### src/rtl/sdram_frame_buf_mgr.sv
// sdram_frame_buf_mgr: assigns SDRAM frame banks to the camera write port and
// the display read port. Two banks run as lock-step ping-pong; three or more
// banks decouple the sides, dropping the oldest completed frame on the writer
// side and repeating the last frame on the reader side.
module sdram_frame_buf_mgr #(
    parameter int NUM_BANKS   = 3,
    parameter int BANK_W      = 2,
    parameter int SYNC_STAGES = 2,
    parameter int FEND_POL    = 0,
    parameter int CNT_W       = 16
) (
    input  logic              clk,
    input  logic              rst_n,
    input  logic              frame_valid,
    input  logic              wr_done,
    input  logic              rd_done,
    input  logic              rd_frame_req,
    output logic [BANK_W-1:0] wr_bank,
    output logic [BANK_W-1:0] rd_bank,
    output logic              wr_load,
    output logic              rd_load,
    output logic              ready_vld,
    output logic              frame_drop,
    output logic              frame_repeat,
    output logic [CNT_W-1:0]  drop_cnt,
    output logic [CNT_W-1:0]  repeat_cnt
);

    typedef enum logic [1:0] {ST_INIT, ST_LOAD, ST_RUN, ST_COMMIT} state_t;

    localparam logic [BANK_W-1:0] RD_RST  = BANK_W'(NUM_BANKS - 1);
    localparam logic [CNT_W-1:0]  CNT_MAX = '1;

    logic [SYNC_STAGES-1:0] sync_reg;
    logic                   fv_prev_reg;
    logic                   fend;

    state_t                 wr_state_reg, wr_state_next;
    state_t                 rd_state_reg, rd_state_next;
    logic [BANK_W-1:0]      wr_bank_reg, wr_bank_next;
    logic [BANK_W-1:0]      rd_bank_reg, rd_bank_next;
    logic [BANK_W-1:0]      ready_bank_reg, ready_bank_next;
    logic                   ready_vld_reg, ready_vld_next;
    logic                   drop_reg, drop_next;
    logic                   repeat_reg, repeat_next;
    logic [CNT_W-1:0]       drop_cnt_reg, repeat_cnt_reg;
    logic                   wr_commit;
    logic                   rd_req;

    // Lowest bank index that is neither a nor b.
    function automatic logic [BANK_W-1:0] pick_free(input logic [BANK_W-1:0] a,
                                                    input logic [BANK_W-1:0] b);
        logic [BANK_W-1:0] r;
        r = '0;
        for (int i = NUM_BANKS - 1; i >= 0; i--) begin
            if (BANK_W'(i) != a && BANK_W'(i) != b) r = BANK_W'(i);
        end
        return r;
    endfunction

    // Synchronise the camera frame-active signal and keep one delayed copy for edge detection.
    always_ff @(posedge clk or negedge rst_n) begin
        if (!rst_n) begin
            sync_reg    <= '0;
            fv_prev_reg <= 1'b0;
        end else begin
            sync_reg    <= {sync_reg[SYNC_STAGES-2:0], frame_valid};
            fv_prev_reg <= sync_reg[SYNC_STAGES-1];
        end
    end

    assign fend = (FEND_POL != 0) ? (sync_reg[SYNC_STAGES-1] & ~fv_prev_reg)
                                  : (~sync_reg[SYNC_STAGES-1] & fv_prev_reg);

    // A commit happens when the writer sees its frame end with the FIFO flushed.
    assign wr_commit = ((wr_state_reg == ST_RUN) && fend && wr_done) ||
                       ((wr_state_reg == ST_COMMIT) && wr_done);
    assign rd_req    = (rd_state_reg == ST_RUN) && rd_frame_req && rd_done;

    // Next-state logic for both FSMs and the shared bank bookkeeping.
    always_comb begin
        wr_state_next   = wr_state_reg;
        rd_state_next   = rd_state_reg;
        wr_bank_next    = wr_bank_reg;
        rd_bank_next    = rd_bank_reg;
        ready_bank_next = ready_bank_reg;
        ready_vld_next  = ready_vld_reg;
        drop_next       = 1'b0;
        repeat_next     = 1'b0;

        case (wr_state_reg)
            ST_INIT:   wr_state_next = ST_LOAD;
            ST_LOAD:   wr_state_next = ST_RUN;
            ST_RUN:    if (fend) wr_state_next = wr_done ? ST_LOAD : ST_COMMIT;
            ST_COMMIT: begin
                // A new frame ended before the previous one finished flushing.
                if (fend) drop_next = 1'b1;
                if (wr_done) wr_state_next = ST_LOAD;
            end
            default:   wr_state_next = ST_INIT;
        endcase

        case (rd_state_reg)
            ST_INIT: rd_state_next = ST_LOAD;
            ST_LOAD: rd_state_next = ST_RUN;
            ST_RUN:  rd_state_next = ST_RUN;
            default: rd_state_next = ST_INIT;
        endcase

        if (NUM_BANKS >= 3) begin
            // Reader is resolved first so a same-cycle commit sees the taken slot.
            if (rd_req) begin
                if (ready_vld_reg) begin
                    rd_bank_next   = ready_bank_reg;
                    ready_vld_next = 1'b0;
                end else begin
                    repeat_next = 1'b1;
                end
                rd_state_next = ST_LOAD;
            end
            if (wr_commit) begin
                if (ready_vld_reg && !rd_req) drop_next = 1'b1;
                ready_bank_next = wr_bank_reg;
                ready_vld_next  = 1'b1;
                wr_bank_next    = pick_free(rd_bank_next, wr_bank_reg);
            end
        end else begin
            // Ping-pong: a commit is only possible while the reader is idle.
            if (wr_commit) begin
                if (rd_done) begin
                    wr_bank_next  = rd_bank_reg;
                    rd_bank_next  = wr_bank_reg;
                    rd_state_next = ST_LOAD;
                end else begin
                    drop_next = 1'b1;
                end
            end
            if (rd_req && !(wr_commit && rd_done)) begin
                repeat_next   = 1'b1;
                rd_state_next = ST_LOAD;
            end
        end
    end

    // State, bank and pulse registers.
    always_ff @(posedge clk or negedge rst_n) begin
        if (!rst_n) begin
            wr_state_reg   <= ST_INIT;
            rd_state_reg   <= ST_INIT;
            wr_bank_reg    <= '0;
            rd_bank_reg    <= RD_RST;
            ready_bank_reg <= '0;
            ready_vld_reg  <= 1'b0;
            drop_reg       <= 1'b0;
            repeat_reg     <= 1'b0;
        end else begin
            wr_state_reg   <= wr_state_next;
            rd_state_reg   <= rd_state_next;
            wr_bank_reg    <= wr_bank_next;
            rd_bank_reg    <= rd_bank_next;
            ready_bank_reg <= ready_bank_next;
            ready_vld_reg  <= ready_vld_next;
            drop_reg       <= drop_next;
            repeat_reg     <= repeat_next;
        end
    end

    // Saturating statistics counters, updated on the same edge as their pulse.
    always_ff @(posedge clk or negedge rst_n) begin
        if (!rst_n) begin
            drop_cnt_reg   <= '0;
            repeat_cnt_reg <= '0;
        end else begin
            if (drop_next && drop_cnt_reg != CNT_MAX)
                drop_cnt_reg <= drop_cnt_reg + CNT_W'(1);
            if (repeat_next && repeat_cnt_reg != CNT_MAX)
                repeat_cnt_reg <= repeat_cnt_reg + CNT_W'(1);
        end
    end

    assign wr_bank      = wr_bank_reg;
    assign rd_bank      = rd_bank_reg;
    assign wr_load      = (wr_state_reg == ST_LOAD);
    assign rd_load      = (rd_state_reg == ST_LOAD);
    assign ready_vld    = ready_vld_reg;
    assign frame_drop   = drop_reg;
    assign frame_repeat = repeat_reg;
    assign drop_cnt     = drop_cnt_reg;
    assign repeat_cnt   = repeat_cnt_reg;

endmodule

### config.mk
export PLATFORM = sky130hd
export DESIGN_NAME = sdram_frame_buf_mgr
export DESIGN_NICKNAME = d
export VERILOG_FILES = /design/src/rtl/sdram_frame_buf_mgr.sv
export SDC_FILE = /design/constraint.sdc
export NUM_CORES = 1
export LEC_CHECK = 0
export CORE_MARGIN = 2
export CORE_UTILIZATION = 50
export CTS_CLUSTER_DIAMETER = 200
export CTS_CLUSTER_SIZE = 14
export DETAILED_ROUTE_END_ITERATION = 10
export PLACE_DENSITY_LB_ADDON = 0.3
export SYNTH_ARGS = -nofsm -noshare
export SYNTH_HDL_FRONTEND = slang
export SYNTH_SLANG_ARGS = --single-unit
### constraint.sdc
create_clock -name clk -period 2.1 [get_ports clk]
set_input_delay 0.21 -clock clk [delete_from_list [all_inputs] [get_ports clk]]
set_output_delay 0.21 -clock clk [all_outputs]
set_load 0.01 [all_outputs]
==> flow_metrics.env, run 1 <==
export IMPL_power_density_mw_per_mm2=947.2
export IMPL_avgViaCountPerCell=5.510
export IMPL_placed_cell_area_mm2=0.002815
export IMPL_ff2ff_path_depth=7
export IMPL_drtAntennaViolNets=0
export IMPL_die_area_mm2=0.005055
export IMPL_syn_area_per_cell_um2=11.66
export IMPL_drtIter0Drc=95
export IMPL_final_nets=267
export IMPL_fp_dieH_um=71.10
export IMPL_slowest_delay_ns=0.44
export IMPL_grt_pass1_vias=1648
export IMPL_drive_above_1_share=0.1151
export IMPL_clock_sinks=48
export IMPL_final_cells=304
export IMPL_gp_congestion=0.7906
export IMPL_core_mm2=0.004354
export IMPL_netlist_instances=193
export IMPL_cp_data_arrival_time_ns=2.14
export IMPL_avgRoutedWirePerCell_um=14.47
export IMPL_reg2reg_from="rd_state_reg[0]$_DFF_PN0_"
export IMPL_die_w_um=71.10
export IMPL_cts_buffer_depth=2
export IMPL_synth_cell_types=41
export IMPL_clkPwrFrac=0.188
export IMPL_worst_path_stages=7
export IMPL_period_share=0.9320
export IMPL_grt_max_degree=20
export IMPL_fin_area_mm2=0.002910
export IMPL_grt_pass1_wl_um=7679
export IMPL_antenna_found_initial=0
export IMPL_worstSetupPathType="reg2reg"
export IMPL_ys_flop_type="dfrtp_1"
export IMPL_dp_cells=296
export IMPL_seqPwrFrac=0.479
export IMPL_cp_top_family="simple AND/OR/NAND/NOR gates"
export IMPL_async_flop_share=1.000
export IMPL_setup_viol=0
export IMPL_swShare=0.3280
export IMPL_endpoint_kind="flip-flop"
export IMPL_finalWirelength_um=4399
export IMPL_hold_viol_final=0
export IMPL_worstSetupStartpointType="flip-flop"
export IMPL_h_tree_depth=2
export IMPL_rrSetupSlack_ns=0.14
export IMPL_cts_setup_buffers=0
export IMPL_dp_hpwl_um=3272
export IMPL_rsz0062_at_grt="yes"
export IMPL_clockRootBuffer="clkbuf_8"
export IMPL_p_leak_nw=1.219
export IMPL_drv_slew=0
export IMPL_switching_power_mw=0.9042
export IMPL_crit_fanout=5
export IMPL_path_cells="inv_1 > ha_1 > and4b_2 > nand3_4 > a2111oi_4 > nand3_1 > xnor2_1"
export IMPL_critPathSlowestCell="a2111oi_4"
export IMPL_start_util=0.5170
export IMPL_fmax_mhz=510.9
export IMPL_p_int_mw=1.852
export IMPL_clock_latency_ns=0.30
export IMPL_first_pass_iters=5
export IMPL_yosys_warnings=0
export IMPL_p_comb_frac=0.334
export IMPL_relSlewSlack=0.6209
export IMPL_cp_required_ns=2.29
export IMPL_finClkSkew_ns=0.006102
export IMPL_synth_seq_area_share=0.5342
export IMPL_crit_start="rd_state_reg[0]$_DFF_PN0_"
export IMPL_cts_tree="done"
export IMPL_post_route_min_period_ns=1.957
export IMPL_syn2layout_area_growth_pct=29.29
export IMPL_r2r_end="repeat_cnt[15]$_DFFE_PN0P_"
export IMPL_synth_cell_area_mm2=0.002251
export IMPL_insertedDiodeCount=0
export IMPL_worst_pin_slew_ns=0.5644
export IMPL_synth_nets=208
export IMPL_vias=1675
export IMPL_maxCapViolCount=0
export IMPL_clk_pin_slew_ns=0.09
export IMPL_synth_edf_count=0
export IMPL_cts_made_buffers=5
export IMPL_port_buffers=46
export IMPL_min_path_type="in2async"
export IMPL_crit_buf_inv=1
export IMPL_drc=0
export IMPL_rows=24
export IMPL_grt_remaining_overflow=0
export IMPL_io_pins=47
export IMPL_ir_drop_mv=0.5897
export IMPL_grt_use_total=0.1908
export IMPL_status="completed"
export IMPL_ys_ff_latch=48
worst reg2reg max path: cells and delay by family (launching register included):
kind / cells / cell delay [ns]
flip-flops: 1 / 0.40
XOR/XNOR: 1 / 0.15
buffers and inverters: 1 / 0.09
AND/OR/NAND/NOR: 3 / 0.59
AO/OA/AOI/OAI: 1 / 0.44
adder cells (fa/ha/maj): 1 / 0.19
worst max-delay path by stage:
| stage | to | slack, ns |
|---|---|---|
| 2_1_floorplan | repeat_cnt[1]$_DFFE_PN0P_ | 0.19 |
| 3_3_place_gp | repeat_cnt[11]$_DFFE_PN0P_ | 0.11 |
| 3_5_place_dp | repeat_cnt[15]$_DFFE_PN0P_ | 0.04 |
| 4_1_cts | repeat_cnt[15]$_DFFE_PN0P_ | 0.07 |
| 5_1_grt | drop_cnt[1]$_DFFE_PN0P_ | -0.02 |
| 6_report | repeat_cnt[15]$_DFFE_PN0P_ | 0.14 |
through the flow:
stage / util / setup WS, ns / hold slack [ns] / TNS, ns / power (mW)
after floorplan: - / 0.1903 / -0.08559 / 0 / 1.795
after global placement: 0.6466 / 0.1103 / 0.1221 / 0 / 2.222
after detailed placement: 0.6466 / 0.03755 / 0.1272 / 0 / 2.261
after CTS: 0.6667 / 0.06869 / 0.3360 / 0 / 2.783
after global routing: 0.6684 / -0.01523 / 0.3540 / -0.02482 / 2.955
final: 0.6684 / 0.1427 / 0.3341 / 0 / 2.756
final cells by class:
| class | count | area [µm²] |
|---|---|---|
| clock buffer | 6 | 72.57 |
| clock inverter | 1 | 5.005 |
| fill | 330 | 1444 |
| inverter | 7 | 26.28 |
| multi-input combinational | 135 | 1013 |
| sequential | 48 | 1202 |
| tap | 52 | 65.06 |
| timing repair buffer | 55 | 525.5 |
routing by layer:
layer / up-vias / wire length, µm / GRT usage
li1: 798 / - / -
met1: 823 / 1963 / 0.2533
met2: 48 / 2192 / 0.3167
met3: 6 / 200 / 0.04558
met4: 0 / 42 / 0.05031
met5: - / 0 / 0
cell usage in the layout (no fill, tap or decap), types with 2 or more instances in the layout:
cell type,synthesis,final
nor3_1,6,6
nor3b_1,3,3
xor2_1,10,10
a21oi_1,5,5
nor4_1,3,2
ha_1,9,9
clkbuf_8,0,5
clkdlybuf4s50_1,0,45
and4_1,2,2
and3_1,5,5
a22oi_1,2,2
and2_1,4,4
nor2_1,7,7
nand2_1,9,9
mux2_2,6,6
xnor2_1,18,18
a31oi_1,2,2
nand3_1,11,11
nand4_1,12,12
inv_1,7,7
dfrtp_1,47,47
nand2b_1,4,4
buf_4,1,8
repair_timing:
| action | CTS | global route |
|---|---|---|
| endpoints found under the hold margin | 14 | 0 |
| endpoints found under the setup margin | 0 | 4 |
| hold buffers | 1 | 0 |
| resized for setup | 0 | 2 |
power by group through the flow:
stage	Clock (mW)	Combinational [mW]	Sequential [mW]
after floorplan	0	0.446	1.35
after global placement	0	0.896	1.33
after detailed placement	0	0.923	1.34
after CTS	0.531	0.932	1.32
after global routing	0.575	1.02	1.36
final	0.517	0.920	1.32
cells in the mapped netlist (all sizes together), types with 3 or more instances:
master,count,area [µm²]
xor2,10,87.58
nand3,12,72.57
and3,5,31.28
mux2,6,67.56
nor3b,3,22.52
a21oi,6,33.78
buf,3,16.26
nand2b,4,25.02
nand2,9,33.78
nor3,6,30.03
nor2,7,26.28
inv,7,26.28
nor4,3,18.77
nand4,12,75.07
xnor2,18,157.7
ha,9,112.6
and2,5,31.28
dfrtp,47,1176
cells by family (layout without fill, tap and decap cells):
family                     Yosys count  in the layout  synth area share
and+or+nand+nor                     74             74            0.1951
DFF                                 48             48            0.5342
muxes                                6              6           0.03001
AOI/OAI and AO/OA                   18             18           0.06281
adders and majority gates            9              9           0.05003
buffers and inverters               10             69           0.01890
xor gates and xnor gates            28             28            0.1089
Note: power is estimated with default switching activity, not from simulation.
==> run 2: changes to the inputs <==
--- a/config.mk
+++ b/config.mk
@@ -6,7 +6,7 @@
 export NUM_CORES = 1
 export LEC_CHECK = 0
 export CORE_MARGIN = 2
-export CORE_UTILIZATION = 50
+export CORE_UTILIZATION = 54
 export CTS_CLUSTER_DIAMETER = 200
 export CTS_CLUSTER_SIZE = 14
 export DETAILED_ROUTE_END_ITERATION = 10
==> constraint.sdc (replaced) <==
create_clock -name clk -period 2.45 [get_ports clk]
set_input_delay 0.245 -clock clk [delete_from_list [all_inputs] [get_ports clk]]
set_output_delay 0.245 -clock clk [all_outputs]
set_load 0.01 [all_outputs]
==> run 2 against run 1 <==
Net effect: worst setup slack gained 0.26 ns; hold slack gained 0.025 ns; non-clock buffer count shrank 7; total power shrank 11%; utilization grew 5.1 points; highest routed layer unchanged; final cell count shrank 2.6%; fmax shrank 4.4%; critical path depth is the same; via count shrank 3.3%; critical path type unchanged; global-route usage grew 1.1 points; routed wire length shrank 5.1%; combinational power shrank 17%.
==> flow_metrics.env, run 2 (synthesis gave the netlist of run 1 again) <==
export IMPL_status="completed"
export IMPL_holdCritStartpoint="sync_reg[0]$_DFF_PN0_"
export IMPL_grt_remaining_overflow=0
export IMPL_p_leak_nw=1.201
export IMPL_reg2reg_from="wr_state_reg[0]$_DFFE_PN0P_"
export IMPL_cts_buffer_depth=2
export IMPL_fin_area_mm2=0.002878
export IMPL_fmax_mhz=488.6
export IMPL_placed_cell_area_mm2=0.002760
export IMPL_drc=0
export IMPL_io_pins=47
export IMPL_min_path_type="reg2reg"
export IMPL_start_util=0.5627
export IMPL_post_route_min_period_ns=2.047
export IMPL_cts_setup_buffers=0
export IMPL_cp_data_arrival_time_ns=2.26
export IMPL_relSlewSlack=0.5894
export IMPL_antenna_found_initial=0
export IMPL_layout_common_cells="dfrtp_1, clkdlybuf4s50_1, xnor2_1, nand4_1, nand3_1"
export IMPL_final_cells=296
export IMPL_syn2layout_area_growth_pct=27.85
export IMPL_crit_start="wr_state_reg[0]$_DFFE_PN0P_"
export IMPL_clock_latency_ns=0.30
export IMPL_dp_hpwl_um=3056
export IMPL_drtAntennaViolNets=0
export IMPL_endpoint_kind="flip-flop"
export IMPL_h_tree_depth=2
export IMPL_clk_pin_slew_ns=0.08
export IMPL_worstSetupPathType="reg2reg"
export IMPL_die_area_mm2=0.004700
export IMPL_period_share=0.8353
export IMPL_die_w_um=68.56
export IMPL_drv_slew=0
export IMPL_clockRootBuffer="clkbuf_8"
export IMPL_grt_pass1_wl_um=6996
export IMPL_grt_max_degree=31
export IMPL_rows=23
export IMPL_hold_viol_final=0
export IMPL_vias=1619
export IMPL_avgRoutedWirePerCell_um=14.10
export IMPL_ir_drop_mv=0.5786
export IMPL_insertedDiodeCount=0
export IMPL_rsz0062_at_grt="no"
export IMPL_finalWirelength_um=4174
export IMPL_clock_sinks=48
export IMPL_cts_tree="done"
export IMPL_port_buffers=46
export IMPL_crit_fanout=7
export IMPL_drive_above_1_share=0.08537
export IMPL_first_pass_iters=4
export IMPL_worstSetupStartpointType="flip-flop"
export IMPL_maxCapViolCount=0
export IMPL_final_nets=260
export IMPL_finClkSkew_ns=0.005418
export IMPL_fin_tns_setup_ns=0
export IMPL_mostFrequentLayoutCell="dfrtp_1"
export IMPL_grt_use_total=0.2023
export IMPL_setup_viol=0
export IMPL_cts_made_buffers=5
export IMPL_drtIter0Drc=50
export IMPL_avgViaCountPerCell=5.470
export IMPL_worst_pin_slew_ns=0.6119
export IMPL_cp_required_ns=2.67
export IMPL_power_density_mw_per_mm2=851.3
export IMPL_fp_dieH_um=68.56
export IMPL_core_mm2=0.004000
export IMPL_dp_cells=287
export IMPL_grt_pass1_vias=1525
export IMPL_gp_congestion=0.7931
## run 2: area by class of cell
class	instances	area, µm²
clock buffer	6	72.57
clock inverter	2	35.03
fill	316	1122
inverter	7	26.28
multi-input combinational	135	1006
sequential	48	1202
tap	50	62.56
timing repair buffer	48	473.0
## run 2: per-layer routing
layer | up-vias | global-route usage | share of wire
met5 | - | 0 | 0
met4 | 0 | 0.1125 | 0.029
met3 | 12 | 0.03734 | 0.037
met2 | 37 | 0.3137 | 0.48
met1 | 785 | 0.2677 | 0.45
li1 | 785 | - | -
## run 2: final timing paths
path / to / slack, ns / cells after the start
max reg2reg: drop_cnt[8]$_DFFE_PN0P_ / 0.40 / 7
min reg2reg: sync_reg[1]$_DFF_PN0_ / 0.36 / 0
max: drop_cnt[8]$_DFFE_PN0P_ / 0.40 / 7
max in group asynchronous: rd_bank[1]$_DFF_PN1_ / 1.27 / 3
min: sync_reg[1]$_DFF_PN0_ / 0.36 / 0
min in group asynchronous: drop_cnt[7]$_DFFE_PN0P_ / 0.41 / 2
## run 2: report_power, final
part           internal [mW]  switching, mW  total (mW)
Sequential             0.955          0.174        1.13
Combinational          0.419          0.343       0.762
Clock                  0.303          0.257       0.560
Total                   1.68          0.774        2.45
## run 2: worst max-delay path: stages, from the launching register on
cell	delay, ns
dfrtp_1	0.44
inv_1	0.08
ha_1	0.18
and3b_1	0.19
o211ai_1	0.11
and2_0	0.29
nor4_1	0.45
xor2_1	0.22
## run 2: through the flow
stage / worst slack (ns) / power, mW / utilization / hold slack, ns
2_1_floorplan: 0.5403 / 1.539 / - / -0.05059
3_3_place_gp: 0.4392 / 1.886 / 0.6900 / 0.2087
3_5_place_dp: 0.3854 / 1.909 / 0.6900 / 0.2162
4_1_cts: 0.3977 / 2.480 / 0.7194 / 0.3607
5_1_grt: 0.2012 / 2.623 / 0.7194 / 0.3734
6_report: 0.4035 / 2.450 / 0.7194 / 0.3587
## run 2: repair_timing
item	CTS	global route
setup endpoints to repair	0	0
resized for setup	0	0
hold buffers	1	0
endpoints found under the hold margin	18	0
==> run 3: changes to the inputs <==
--- a/config.mk
+++ b/config.mk
@@ -6,7 +6,7 @@
 export NUM_CORES = 1
 export LEC_CHECK = 0
 export CORE_MARGIN = 2
-export CORE_UTILIZATION = 54
+export CORE_UTILIZATION = 50
 export CTS_CLUSTER_DIAMETER = 200
 export CTS_CLUSTER_SIZE = 14
 export DETAILED_ROUTE_END_ITERATION = 10
==> constraint.sdc (replaced) <==
create_clock -name clk -period 1.9 [get_ports clk]
set_input_delay 0.19 -clock clk [delete_from_list [all_inputs] [get_ports clk]]
set_output_delay 0.19 -clock clk [all_outputs]
set_load 0.01 [all_outputs]
==> run 3 against run 2 <==
Net effect: clock skew hardly changed; cell area is 8.5% higher; total power is 34% higher; first-iteration DRC count grew to 2.5 times the previous value; fmax is 11% higher; utilization is 0.22 points lower; register-to-register slack worse by 0.35 ns; combinational power is 57% higher.
==> flow_metrics.env, run 3 (synthesis gave the netlist of run 1 again) <==
export IMPL_status="completed"
export IMPL_clock_sinks=48
export IMPL_clockRootBuffer="clkbuf_8"
export IMPL_insertedDiodeCount=0
export IMPL_fp_dieH_um=71.10
export IMPL_fin_tns_setup_ns=0
export IMPL_dp_hpwl_um=3248
export IMPL_mostFrequentLayoutCell="dfrtp_1"
export IMPL_rows=24
export IMPL_first_pass_iters=4
export IMPL_hold_end="sync_reg[0]$_DFF_PN0_"
export IMPL_crit_fanout=8
export IMPL_maxCapViolCount=0
export IMPL_cts_made_buffers=5
export IMPL_cp_required_ns=2.09
export IMPL_p_leak_nw=1.310
export IMPL_grt_pass1_vias=1603
export IMPL_fmax_mhz=541.8
export IMPL_cp_data_arrival_time_ns=2.03
export IMPL_relSlewSlack=0.5952
export IMPL_core_mm2=0.004354
export IMPL_grt_pass1_wl_um=7341
export IMPL_cts_buffer_depth=2
export IMPL_placed_cell_area_mm2=0.002925
export IMPL_worstSetupStartpointType="flip-flop"
export IMPL_syn2layout_area_growth_pct=38.74
export IMPL_final_nets=282
export IMPL_reg2reg_from="rd_state_reg[0]$_DFF_PN0_"
export IMPL_drv_slew=0
export IMPL_start_util=0.5170
export IMPL_die_w_um=71.10
export IMPL_ff2ff_path_depth=6
export IMPL_final_cells=320
export IMPL_h_tree_depth=2
export IMPL_period_share=0.9715
export IMPL_finalWirelength_um=4621
export IMPL_total_power_mw=3.292
export IMPL_post_route_min_period_ns=1.846
export IMPL_clk_pin_slew_ns=0.08
export IMPL_clock_latency_ns=0.29
export IMPL_r2r_end="repeat_cnt[1]$_DFFE_PN0P_"
export IMPL_hold_viol_final=0
export IMPL_port_buffers=46
export IMPL_avgViaCountPerCell=5.434
export IMPL_drc=0
export IMPL_utilization=0.7172
export IMPL_drive_above_1_share=0.1940
export IMPL_io_pins=47
export IMPL_antenna_found_initial=0
export IMPL_drtIter0Drc=127
export IMPL_finClkSkew_ns=0.005412
export IMPL_power_density_mw_per_mm2=1054
export IMPL_worst_pin_slew_ns=0.6039
export IMPL_setup_viol=0
export IMPL_rrSetupSlack_ns=0.05
export IMPL_grt_use_met1=0.2521
export IMPL_grt_use_total=0.1815
export IMPL_endpoint_kind="flip-flop"
export IMPL_holdCritStartpoint="frame_valid"
export IMPL_timing_final_ws_setup_ns=0.05421
export IMPL_min_path_type="in2reg"
export IMPL_nFillCells=319
export IMPL_grt_remaining_overflow=0
export IMPL_drtAntennaViolNets=0
export IMPL_pre_cts_slack_ns=-0.04733
export IMPL_die_area_mm2=0.005055
export IMPL_cts_tree="done"
export IMPL_grt_max_degree=30
export IMPL_min_path_cells=1
export IMPL_gp_congestion=0.7544
export IMPL_busiest_layer="met2"
export IMPL_layout_common_cells="dfrtp_1, clkdlybuf4s50_1, buf_4, xnor2_1, nand4_1"
export IMPL_ir_drop_mv=0.6937
export IMPL_gr_usage_met2=0.2908
export IMPL_avgRoutedWirePerCell_um=14.44
export IMPL_hold_slack_ns=0.3392
export IMPL_dp_cells=308
export IMPL_use_met3=0.04701
export IMPL_vias=1739
export IMPL_worstSetupPathType="reg2reg"
export IMPL_fin_area_mm2=0.003123
run 3: worst max-delay path: stages (launching register included):
cell      delay, ns
dfrtp_1        0.41
inv_2          0.07
ha_2           0.19
and4b_2        0.28
buf_4          0.15
a21boi_4       0.28
mux2_2         0.36
run 3: layout make-up:
type                    count  area (µm²)  share of cell area
well taps                  52       65.06             0.02083
clock buffers               8       100.1             0.03205
inverters                   7       26.28            0.008413
flip-flops and latches     48        1202              0.3850
repair buffers             70       650.6              0.2083
multi-input cells         135        1079              0.3454
run 3: how the worst max path moves through the flow:
stage,from,end,slack [ns],depth (start not counted)
2_1_floorplan,repeat_cnt[0]$_DFFE_PN0P_,repeat_cnt[1]$_DFFE_PN0P_,0.03,5
3_3_place_gp,rd_frame_req,repeat_cnt[15]$_DFFE_PN0P_,-0.009,6
3_5_place_dp,rd_frame_req,repeat_cnt[15]$_DFFE_PN0P_,-0.05,6
4_1_cts,wr_state_reg[0]$_DFFE_PN0P_,drop_cnt[6]$_DFFE_PN0P_,0.02,8
5_1_grt,rd_state_reg[0]$_DFF_PN0_,repeat_cnt[1]$_DFFE_PN0P_,-0.02,6
6_report,rd_state_reg[0]$_DFF_PN0_,repeat_cnt[1]$_DFFE_PN0P_,0.05,6
run 3: metal layers:
layer,share of wire,wire length (µm),vias to the layer above
met5,0,0,-
met4,0.0061,28,0
met3,0.042,195,4
met2,0.50,2289,46
met1,0.46,2107,860
li1,-,-,829
run 3: timing repair:
action | 4_1_cts | 5_1_grt
pin swaps | 1 | 11
cloned | 0 | 0
endpoints found under the hold margin | 18 | 0
buffers inserted | 0 | 4
hold buffers | 1 | 0
gates resized for setup | 1 | 14
setup endpoints to repair | 3 | 11
run 3: report_power, final:
| group | total [mW] | switching (mW) | internal [mW] |
|---|---|---|---|
| clock network | 0.657 | 0.324 | 0.333 |
| registers | 1.43 | 0.201 | 1.23 |
| logic | 1.20 | 0.523 | 0.680 |
| total | 3.29 | 1.05 | 2.24 |
